<file path="src/rtl/matrix_pkg.sv">
// Shared matrix geometry and the load/unload FSM state encoding, used by both
// the matrix loader and the matrix unloader.
package matrix_pkg;

  localparam int MAX_ELEMENT_SIZE = 8;
  localparam int MAX_SIZE         = 32;
  localparam int ROW_W            = MAX_SIZE * MAX_ELEMENT_SIZE;
  localparam int DIBITS_PER_ELEM  = MAX_ELEMENT_SIZE / 2;

  typedef enum logic [1:0] {
    IDLE,
    FETCH,
    SEND,
    DONE
  } state_t;

endpackage

</file>
<file path="src/rtl/matrix_unloader_row_serializer.sv">
// Row shift register for the unloader: loads one BRAM row and emits it MSB dibit
// first. With MATRIX_UNLOADER_PREFETCH_EN it also holds the next row for a gapless swap.
module row_serializer
  import matrix_pkg::*;
#(
  parameter int ROW_BITS = ROW_W,
  parameter int ELEMS    = MAX_SIZE,
  parameter int DIBITS   = DIBITS_PER_ELEM
) (
  input  logic                clk,
  input  logic                rst_n,
  input  logic                load,
  input  logic                shift,
`ifdef MATRIX_UNLOADER_PREFETCH_EN
  input  logic                pf_load,
  input  logic                swap,
  output logic                first_dibit,
`endif
  input  logic [ROW_BITS-1:0] row_in,
  output logic [1:0]          dibit,
  output logic                last_dibit
);

  localparam int DIB_W = (DIBITS > 1) ? $clog2(DIBITS) : 1;
  localparam int EL_W  = (ELEMS > 1) ? $clog2(ELEMS) : 1;

  logic [ROW_BITS-1:0] sreg_q, sreg_d;
  logic [DIB_W-1:0]    dib_q, dib_d;
  logic [EL_W-1:0]     el_q, el_d;
  logic                last_in_elem;
`ifdef MATRIX_UNLOADER_PREFETCH_EN
  logic [ROW_BITS-1:0] pf_q, pf_d;
`endif

  always_comb begin
    last_in_elem = (dib_q == DIB_W'(DIBITS - 1));
    last_dibit   = last_in_elem && (el_q == EL_W'(ELEMS - 1));
    dibit        = sreg_q[ROW_BITS-1 -: 2];
`ifdef MATRIX_UNLOADER_PREFETCH_EN
    first_dibit  = (dib_q == '0) && (el_q == '0);
`endif
  end

  always_comb begin
    sreg_d = sreg_q;
    dib_d  = dib_q;
    el_d   = el_q;
    if (load) begin
      sreg_d = row_in;
      dib_d  = '0;
      el_d   = '0;
    end else if (shift) begin
      sreg_d = {sreg_q[ROW_BITS-3:0], 2'b00};
      dib_d  = last_in_elem ? '0 : dib_q + 1'b1;
      if (last_in_elem) el_d = last_dibit ? '0 : el_q + 1'b1;
`ifdef MATRIX_UNLOADER_PREFETCH_EN
      // The row just finished; the prefetched row takes over on the same edge.
      if (last_dibit && swap) sreg_d = pf_q;
`endif
    end
  end

`ifdef MATRIX_UNLOADER_PREFETCH_EN
  always_comb begin
    pf_d = pf_q;
    if (pf_load) pf_d = row_in;
  end

  always_ff @(posedge clk) begin
    pf_q <= pf_d;
  end
`endif

  always_ff @(posedge clk) begin
    sreg_q <= sreg_d;
  end

  always_ff @(posedge clk or negedge rst_n) begin
    if (!rst_n) begin
      dib_q <= '0;
      el_q  <= '0;
    end else begin
      dib_q <= dib_d;
      el_q  <= el_d;
    end
  end

endmodule

</file>
<file path="src/rtl/matrix_unloader.sv">
// Reads a result matrix row by row from BRAM and streams it as dibits toward the
// Ethernet TX path. Define MATRIX_UNLOADER_PREFETCH_EN for gapless row-to-row streaming.
module matrix_unloader
  import matrix_pkg::*;
#(
  parameter int MAX_ELEMENT_SIZE = matrix_pkg::MAX_ELEMENT_SIZE,
  parameter int MAX_SIZE         = matrix_pkg::MAX_SIZE,
  parameter int READ_LATENCY     = 2
) (
  input  logic                                 eth_refclk,
  input  logic                                 rst_n,
  input  logic                                 start,
  output logic [$clog2(MAX_SIZE)-1:0]          rd_addr,
  output logic                                 rd_en,
  input  logic [MAX_SIZE*MAX_ELEMENT_SIZE-1:0] rd_data,
  input  logic                                 axiord,
  output logic                                 axiov,
  output logic [1:0]                           axiod,
  output logic                                 busy,
  output logic                                 done
);

  localparam int              AW       = $clog2(MAX_SIZE);
  localparam logic [AW-1:0]   LAST_ROW = AW'(MAX_SIZE - 1);

  state_t                  state_q, state_d;
  logic [AW-1:0]           row_q, row_d;
  logic [AW-1:0]           rd_addr_q, rd_addr_d;
  logic                    rd_en_q, rd_en_d;
  logic [READ_LATENCY-1:0] rd_vld_q, rd_vld_d;
  logic                    xfer, row_end, ser_load;
  logic [1:0]              ser_dibit;
  logic                    last_dibit;
`ifdef MATRIX_UNLOADER_PREFETCH_EN
  logic                    pf_load, swap, first_dibit;
`endif

  assign xfer    = axiov && axiord;
  assign row_end = (state_q == SEND) && xfer && last_dibit;

  always_ff @(posedge eth_refclk or negedge rst_n) begin
    if (!rst_n) state_q <= IDLE;
    else        state_q <= state_d;
  end

  always_comb begin
    state_d = state_q;
    unique case (state_q)
      IDLE:  if (start) state_d = FETCH;
      FETCH: if (rd_vld_q[READ_LATENCY-1]) state_d = SEND;
      SEND: begin
        if (row_end) begin
`ifdef MATRIX_UNLOADER_PREFETCH_EN
          if (row_q == LAST_ROW) state_d = DONE;
`else
          state_d = (row_q == LAST_ROW) ? DONE : FETCH;
`endif
        end
      end
      DONE:  state_d = IDLE;
      default: state_d = IDLE;
    endcase
  end

  always_comb begin
    axiov = (state_q == SEND);
    axiod = axiov ? ser_dibit : 2'b00;
    busy  = (state_q == FETCH) || (state_q == SEND);
    done  = (state_q == DONE);
  end

  // rd_vld tracks each issued read through the BRAM pipeline; its MSB marks rd_data valid.
  always_comb begin
    row_d     = row_q;
    rd_en_d   = 1'b0;
    rd_addr_d = rd_addr_q;
    rd_vld_d  = (rd_vld_q << 1) | READ_LATENCY'(rd_en_q);
    ser_load  = (state_q == FETCH) && rd_vld_q[READ_LATENCY-1];
`ifdef MATRIX_UNLOADER_PREFETCH_EN
    pf_load   = (state_q == SEND) && rd_vld_q[READ_LATENCY-1];
    swap      = 1'b0;
    if ((state_q == SEND) && xfer && first_dibit && (row_q != LAST_ROW)) begin
      rd_en_d   = 1'b1;
      rd_addr_d = row_q + 1'b1;
    end
`endif
    if ((state_q == IDLE) && start) begin
      row_d     = '0;
      rd_en_d   = 1'b1;
      rd_addr_d = '0;
    end
    if (row_end) begin
      if (row_q != LAST_ROW) begin
        row_d = row_q + 1'b1;
`ifdef MATRIX_UNLOADER_PREFETCH_EN
        swap  = 1'b1;
`else
        rd_en_d   = 1'b1;
        rd_addr_d = row_q + 1'b1;
`endif
      end else begin
        row_d = '0;
      end
    end
  end

  always_ff @(posedge eth_refclk or negedge rst_n) begin
    if (!rst_n) begin
      row_q     <= '0;
      rd_en_q   <= 1'b0;
      rd_addr_q <= '0;
      rd_vld_q  <= '0;
    end else begin
      row_q     <= row_d;
      rd_en_q   <= rd_en_d;
      rd_addr_q <= rd_addr_d;
      rd_vld_q  <= rd_vld_d;
    end
  end

  assign rd_en   = rd_en_q;
  assign rd_addr = rd_addr_q;

  row_serializer #(
    .ROW_BITS (MAX_SIZE * MAX_ELEMENT_SIZE),
    .ELEMS    (MAX_SIZE),
    .DIBITS   (MAX_ELEMENT_SIZE / 2)
  ) u_ser (
    .clk         (eth_refclk),
    .rst_n       (rst_n),
    .load        (ser_load),
    .shift       (xfer),
`ifdef MATRIX_UNLOADER_PREFETCH_EN
    .pf_load     (pf_load),
    .swap        (swap),
    .first_dibit (first_dibit),
`endif
    .row_in      (rd_data),
    .dibit       (ser_dibit),
    .last_dibit  (last_dibit)
  );

endmodule

</file>
<file path="config.mk">
export PLATFORM = sky130hd
export DESIGN_NAME = matrix_unloader
export DESIGN_NICKNAME = d
export VERILOG_FILES = /design/src/rtl/matrix_pkg.sv /design/src/rtl/matrix_unloader_row_serializer.sv /design/src/rtl/matrix_unloader.sv
export SDC_FILE = /design/constraint.sdc
export NUM_CORES = 1
export LEC_CHECK = 0
export BUFFER_PORTS_ARGS = -buffer_cell sky130_fd_sc_hd__clkbuf_2
export CORE_MARGIN = 2
export CORE_UTILIZATION = 58
export DETAILED_ROUTE_END_ITERATION = 7
export GPL_TIMING_DRIVEN = 0
export HOLD_SLACK_MARGIN = 0.08
export MAX_ROUTING_LAYER = met4
export PLACE_DENSITY = 0.88
export SKIP_CTS_REPAIR_TIMING = 1
export SLEW_MARGIN = 20
export SYNTH_ARGS = -nofsm -noshare
export SYNTH_HDL_FRONTEND = slang
export SYNTH_SLANG_ARGS = --single-unit
</file>
<file path="constraint.sdc">
create_clock -name eth_refclk -period 15 [get_ports eth_refclk]
set_input_delay 3 -clock eth_refclk [delete_from_list [all_inputs] [get_ports eth_refclk]]
set_output_delay 3 -clock eth_refclk [all_outputs]
set_load 0.02 [all_outputs]
</file>
Word level (Yosys, flattened, before mapping). Cells that the tools add are included.

Register bits after elaboration: 278. Output and inout port bits: 11. Word-level logic and storage cells: 59.

Add/subtract/negate cells: 3. Eq/ne operators: 10. Muxes and demuxes: 24. Bitwise logic cells: 1. Reductions and logical operators: 13.

Operator list (count): two-way mux 256 bit (2); two-way mux 5 bit (10); two-way mux 2 bit (8); adder 5 x 1 -> 5 bit, second input constant (2); equality test 5 bit, second input constant (2); one-hot mux 2 bit (4 select lines) (1); equality test 2 bit, second input constant (3); logical AND 1 bit (6); nonzero test 2 bit (3); inequality test 5 bit, second input constant (1); inequality test 2 bit, second input constant (2); two-way mux 1 bit (3); AND reduction 3 bit (1); adder 2 x 1 -> 2 bit, second input constant (1); equality test 2 x 1 -> 1 bit, second input constant (1); zero test 2 bit (1); inequality test 2 x 1 -> 1 bit, second input constant (1); bitwise OR 2 x 1 -> 2 bit (1); AND reduction 2 bit (1); logical OR 1 bit (1).

Logic depth before layout (Yosys ltp).
Word-level depth: 6. Mapped depth: 8. Mapped depth without buffers: 6.

Cells and area by module. From an unflattened synthesis, not the netlist that was laid out.

Cell total of the unflattened synthesis: 657. Area total of the unflattened synthesis: 11911.4 µm².

By module, submodules not included: row_serializer (times used 1, cells an instance 579, area an instance 11106.9 µm²); matrix_unloader (times used 1, cells an instance 78, area an instance 804.5 µm²).

Worst setup path after synthesis. OpenSTA, ideal clock, no wires.

Path type: input port to flip-flop. From: input port axiord. To: register u_ser.sreg_q[0] (enable). Setup time: 1.971 ns. Data arrival time: 7.257 ns. Required time: 13.029 ns. Setup slack: 5.772 ns. Stages on the path: 2. Cells stage by stage: nand2_1 -> nand2_1.

Longest elaborated chain between the ends: 2.

Ends and longest elaborated chain: start, declared (RTL line matrix_unloader.sv:16) `input logic axiord,`; logical AND 1 bit (RTL line matrix_unloader.sv:38) `assign xfer = axiov && axiord;`; nonzero test 2 bit (no source line); end signal, assigned (RTL line matrix_unloader_row_serializer.sv:75) `sreg_q <= sreg_d;`; end, declared (RTL line matrix_unloader_row_serializer.sv:27) `logic [ROW_BITS-1:0] sreg_q, sreg_d;`.

No other way between the ends. A chain may end at the register's enable or synchronous reset.

Final worst setup path.
From: register state_q[0]. To: output port axiod[1].

Longest elaborated chain between the ends: 2.

Ends and longest elaborated chain: start, declared (RTL line matrix_unloader.sv:26) `state_t state_q, state_d;`; start signal, assigned (RTL line matrix_unloader.sv:43) `else state_q <= state_d;`; equality test 2 bit (RTL line matrix_unloader.sv:66) `axiov = (state_q == SEND);`; two-way mux 2 bit (RTL line matrix_unloader.sv:67) `axiod = axiov ? ser_dibit : 2'b00;`; end, declared (RTL line matrix_unloader.sv:18) `output logic [1:0] axiod,`.

No other way between the ends.

==> flow_metrics.py <==
metrics = {
    "status": {
        "status": "finished, final reports clean",
    },
    "power": {
        "finalPower_mw": 2.47,
        "peakVddDrop_v": 0.000101,
        "cellPowerDensity_mw_per_mm2": 169,
        "p_switching_mw": 0.741,
        "p_sw_share_pct": 30.0,
        "clkPwrFrac_pct": 26.5,
        "seqPwrFrac_pct": 49.4,
        "combPwrFrac_pct": 24.1,
        "p_int_mw": 1.73,
        "power_leakage_nw": 6.84,
    },
    "timing": {
        "rsz0062_at_grt": "no",
        "maxSlewHeadroom_pct": 54.4,
        "period_minus_slack_ps": 4960,
        "fin_setup_tns_ps": 0,
        "finClkSkew_ps": 8.03,
        "period_share_pct": 33.1,
        "drv_slew": 0,
        "fmaxAchievable_mhz": 202,
        "hold_viol": 0,
        "holdWs_ps": 353,
        "setup_violations": 0,
        "worst_slew_pin_slew_ps": 683,
    },
    "synth": {
        "synth_edf_count": 256,
        "synth_xor_area_share_pct": 0.147,
        "synth_compound_area_share_pct": 1.36,
        "synthMuxAreaShare_pct": 0.168,
        "synth-simple-area-share_pct": 25.8,
        "ys.flop_type": "edfxtp_1",
        "synth-seq-cells": 278,
        "synth_warnings": 0,
        "seq_area_frac_synth_pct": 69.0,
        "netlist_area_mm2": 0.0119,
        "async_reset_ff_share_pct": 7.91,
        "yosysUniqueCellTypes": 36,
        "syn_nets": 1452,
        "syn-mean-instance-area_um2": 10.1,
        "synthAdderAreaFrac_pct": 1.05,
        "synth_top_family_by_area": "simple AND/OR/NAND/NOR gates",
        "synthCells": 1182,
    },
    "global_routing": {
        "first_global_vias": 9090,
        "grt-ovfl-total": 0,
        "track_usage_pct": 25.5,
        "grt_start_max_net_pins": 59,
        "antenna_found_initial": 0,
        "grt_pass1_wl_um": 42900,
    },
    "die": {
        "rows": 52,
        "die_w_um": 147,
        "io_pins": 271,
        "die_h_um": 147,
        "start_util_pct": 59.0,
        "die_area_mm2": 0.0217,
        "core_mm2": 0.0202,
    },
    "clock_tree": {
        "clock_path_buffers": 3,
        "root_buffer": "clkbuf_16",
        "clk_latency_ps": 530,
        "cts_sinks": 278,
        "cts_max_level": 1,
        "path_clk_slew_ps": 60,
        "cts_tree": "built",
        "cts_buffers": 29,
    },
    "layout": {
        "nets": 1758,
        "diodes": 0,
        "instances_no_fill": 1780,
        "nFillCells": 1400,
        "finish.instance_area_mm2": 0.0146,
        "drive_above_1_share_pct": 22.7,
        "areaGrowthSynthToFinish_pct": 22.3,
    },
    "run": {
        "maxCapViolations": 0,
    },
    "placed_design": {
        "hpwl_um": 18800,
        "gp_congestion": 0.862,
        "portBuffers": 270,
        "dp_cells": 1727,
        "placed_cell_area_mm2": 0.0137,
    },
    "setup_path": {
        "crit_path_start": "state_q[0]",
        "cp_max_fo": 9,
        "critPathArrivalTime_ps": 1960,
        "rrSetupSlack_ps": 11630,
        "critPathLaunchType": "register",
        "path_class": "reg -> out",
        "worstSetupEndpointType": "output port",
        "worstPathRequired_ps": 12000,
        "r2r-start": "state_q[1]",
    },
    "detailed_routing": {
        "drt_iter0_drc": 524,
        "vias": 9129,
        "wl_um": 27300,
        "antenna_left": 0,
        "avgRoutedWirePerCell_um": 15.3,
        "dr.pass1.iters": 6,
        "vias_per_cell": 5.13,
        "drc": 0,
    },
    "hold_path": {
        "hp-class": "reg -> reg",
        "min_from": "rd_vld_q[0]",
    },
}
[layout make-up]
class / instances / area, um^2 / area share (%)
clock inverters: 11 / 80.1 / 0.549
multi-input cells: 836 / 3420 / 23.4
plain buffers: 60 / 256 / 1.76
well taps: 270 / 338 / 2.31
repair buffers: 275 / 1470 / 10.0
clock buffers: 42 / 774 / 5.31
flip-flops and latches: 278 / 8240 / 56.4
inverters: 8 / 30.0 / 0.206
[worst max-delay path, cell delays in order, from the launching register on]
cell      delay [ps]
dfrtp_1          420
inv_1            150
ha_1             240
buf_2            270
and2_1           160
clkbuf_2         190
[cell families after synthesis]
kind of cell,Yosys count
xor+xnor,2
simple gates,798
mux,2
buf+inv,68
flops,278
compound gates,24
fa+ha+maj,10
[path summary, 6_finish.rpt]
path,cells after the start,endpoint
max,5,axiod[1]
min,0,rd_vld_q[1]
max reg2reg,9,u_ser.sreg_q[172]
min reg2reg,0,rd_vld_q[1]
max in group asynchronous,1,rd_addr[1]
min in group asynchronous,1,u_ser.dib_q[1]
[cells in the final DEF, fill, tap and decap left out, types with 2 or more instances in the layout]
cell type | Yosys | routed
a21oi_1 | 5 | 5
a22o_1 | 2 | 2
and2_1 | 4 | 4
and3_1 | 5 | 5
buf_12 | 0 | 3
buf_16 | 0 | 2
buf_2 | 24 | 24
clkbuf_1 | 35 | 48
clkbuf_16 | 0 | 29
clkbuf_2 | 1 | 271
clkinv_1 | 0 | 3
clkinv_2 | 0 | 6
dfrtp_1 | 22 | 22
edfxtp_1 | 256 | 256
ha_1 | 10 | 10
inv_1 | 8 | 8
mux2i_1 | 2 | 2
nand2_1 | 769 | 768
nand3_1 | 5 | 5
nor2_1 | 6 | 6
o21ai_0 | 6 | 6
o22ai_1 | 2 | 2
o2bb2ai_1 | 2 | 2
[registers in the layout, indices dropped and copies added, names as in the netlist]
name          flops
rd_vld_q          2
u_ser.el_q        5
u_ser.sreg_q    256
rd_en             1
row_q             5
u_ser.dib_q       2
state_q           2
rd_addr           5
[power groups by stage]
stage	Sequential, mW	Combinational, mW	Clock [mW]
final	1.22	0.596	0.654
after global routing	1.24	0.675	0.689
after CTS	1.22	0.598	0.664
after detailed placement	1.23	0.588	0
after global placement	1.32	0.531	0
after floorplan	1.28	0.387	0
[cell usage after synthesis (2+ instances only)]
master,n,area (um^2)
nand2_1,769,2890
edfxtp_1,256,7690
clkbuf_1,35,131
buf_2,24,120
dfrtp_1,22,551
ha_1,10,125
inv_1,8,30.0
nor2_1,6,22.5
o21ai_0,6,30.0
a21oi_1,5,25.0
and3_1,5,31.3
nand3_1,5,25.0
and2_1,4,25.0
a22o_1,2,17.5
mux2i_1,2,20.0
o22ai_1,2,12.5
o2bb2ai_1,2,17.5
[through the flow]
stage	setup slack [ps]	util, %
after detailed placement	9900	67.9
after CTS	10040	72.1
after global routing	9950	72.1
after floorplan	5770	-
after global placement	3200	67.3
final	10040	72.1
[layer usage]
| metal | share of wire [%] | vias to the layer above | global-route usage, % |
|---|---|---|---|
| li1 | - | 4465 | - |
| met1 | 41 | 4224 | 32.6 |
| met2 | 48 | 372 | 42.2 |
| met3 | 7.7 | 68 | 4.51 |
| met4 | 2.9 | 0 | 7.93 |
| met5 | 0 | - | - |
(Power assumes the default switching activity.)
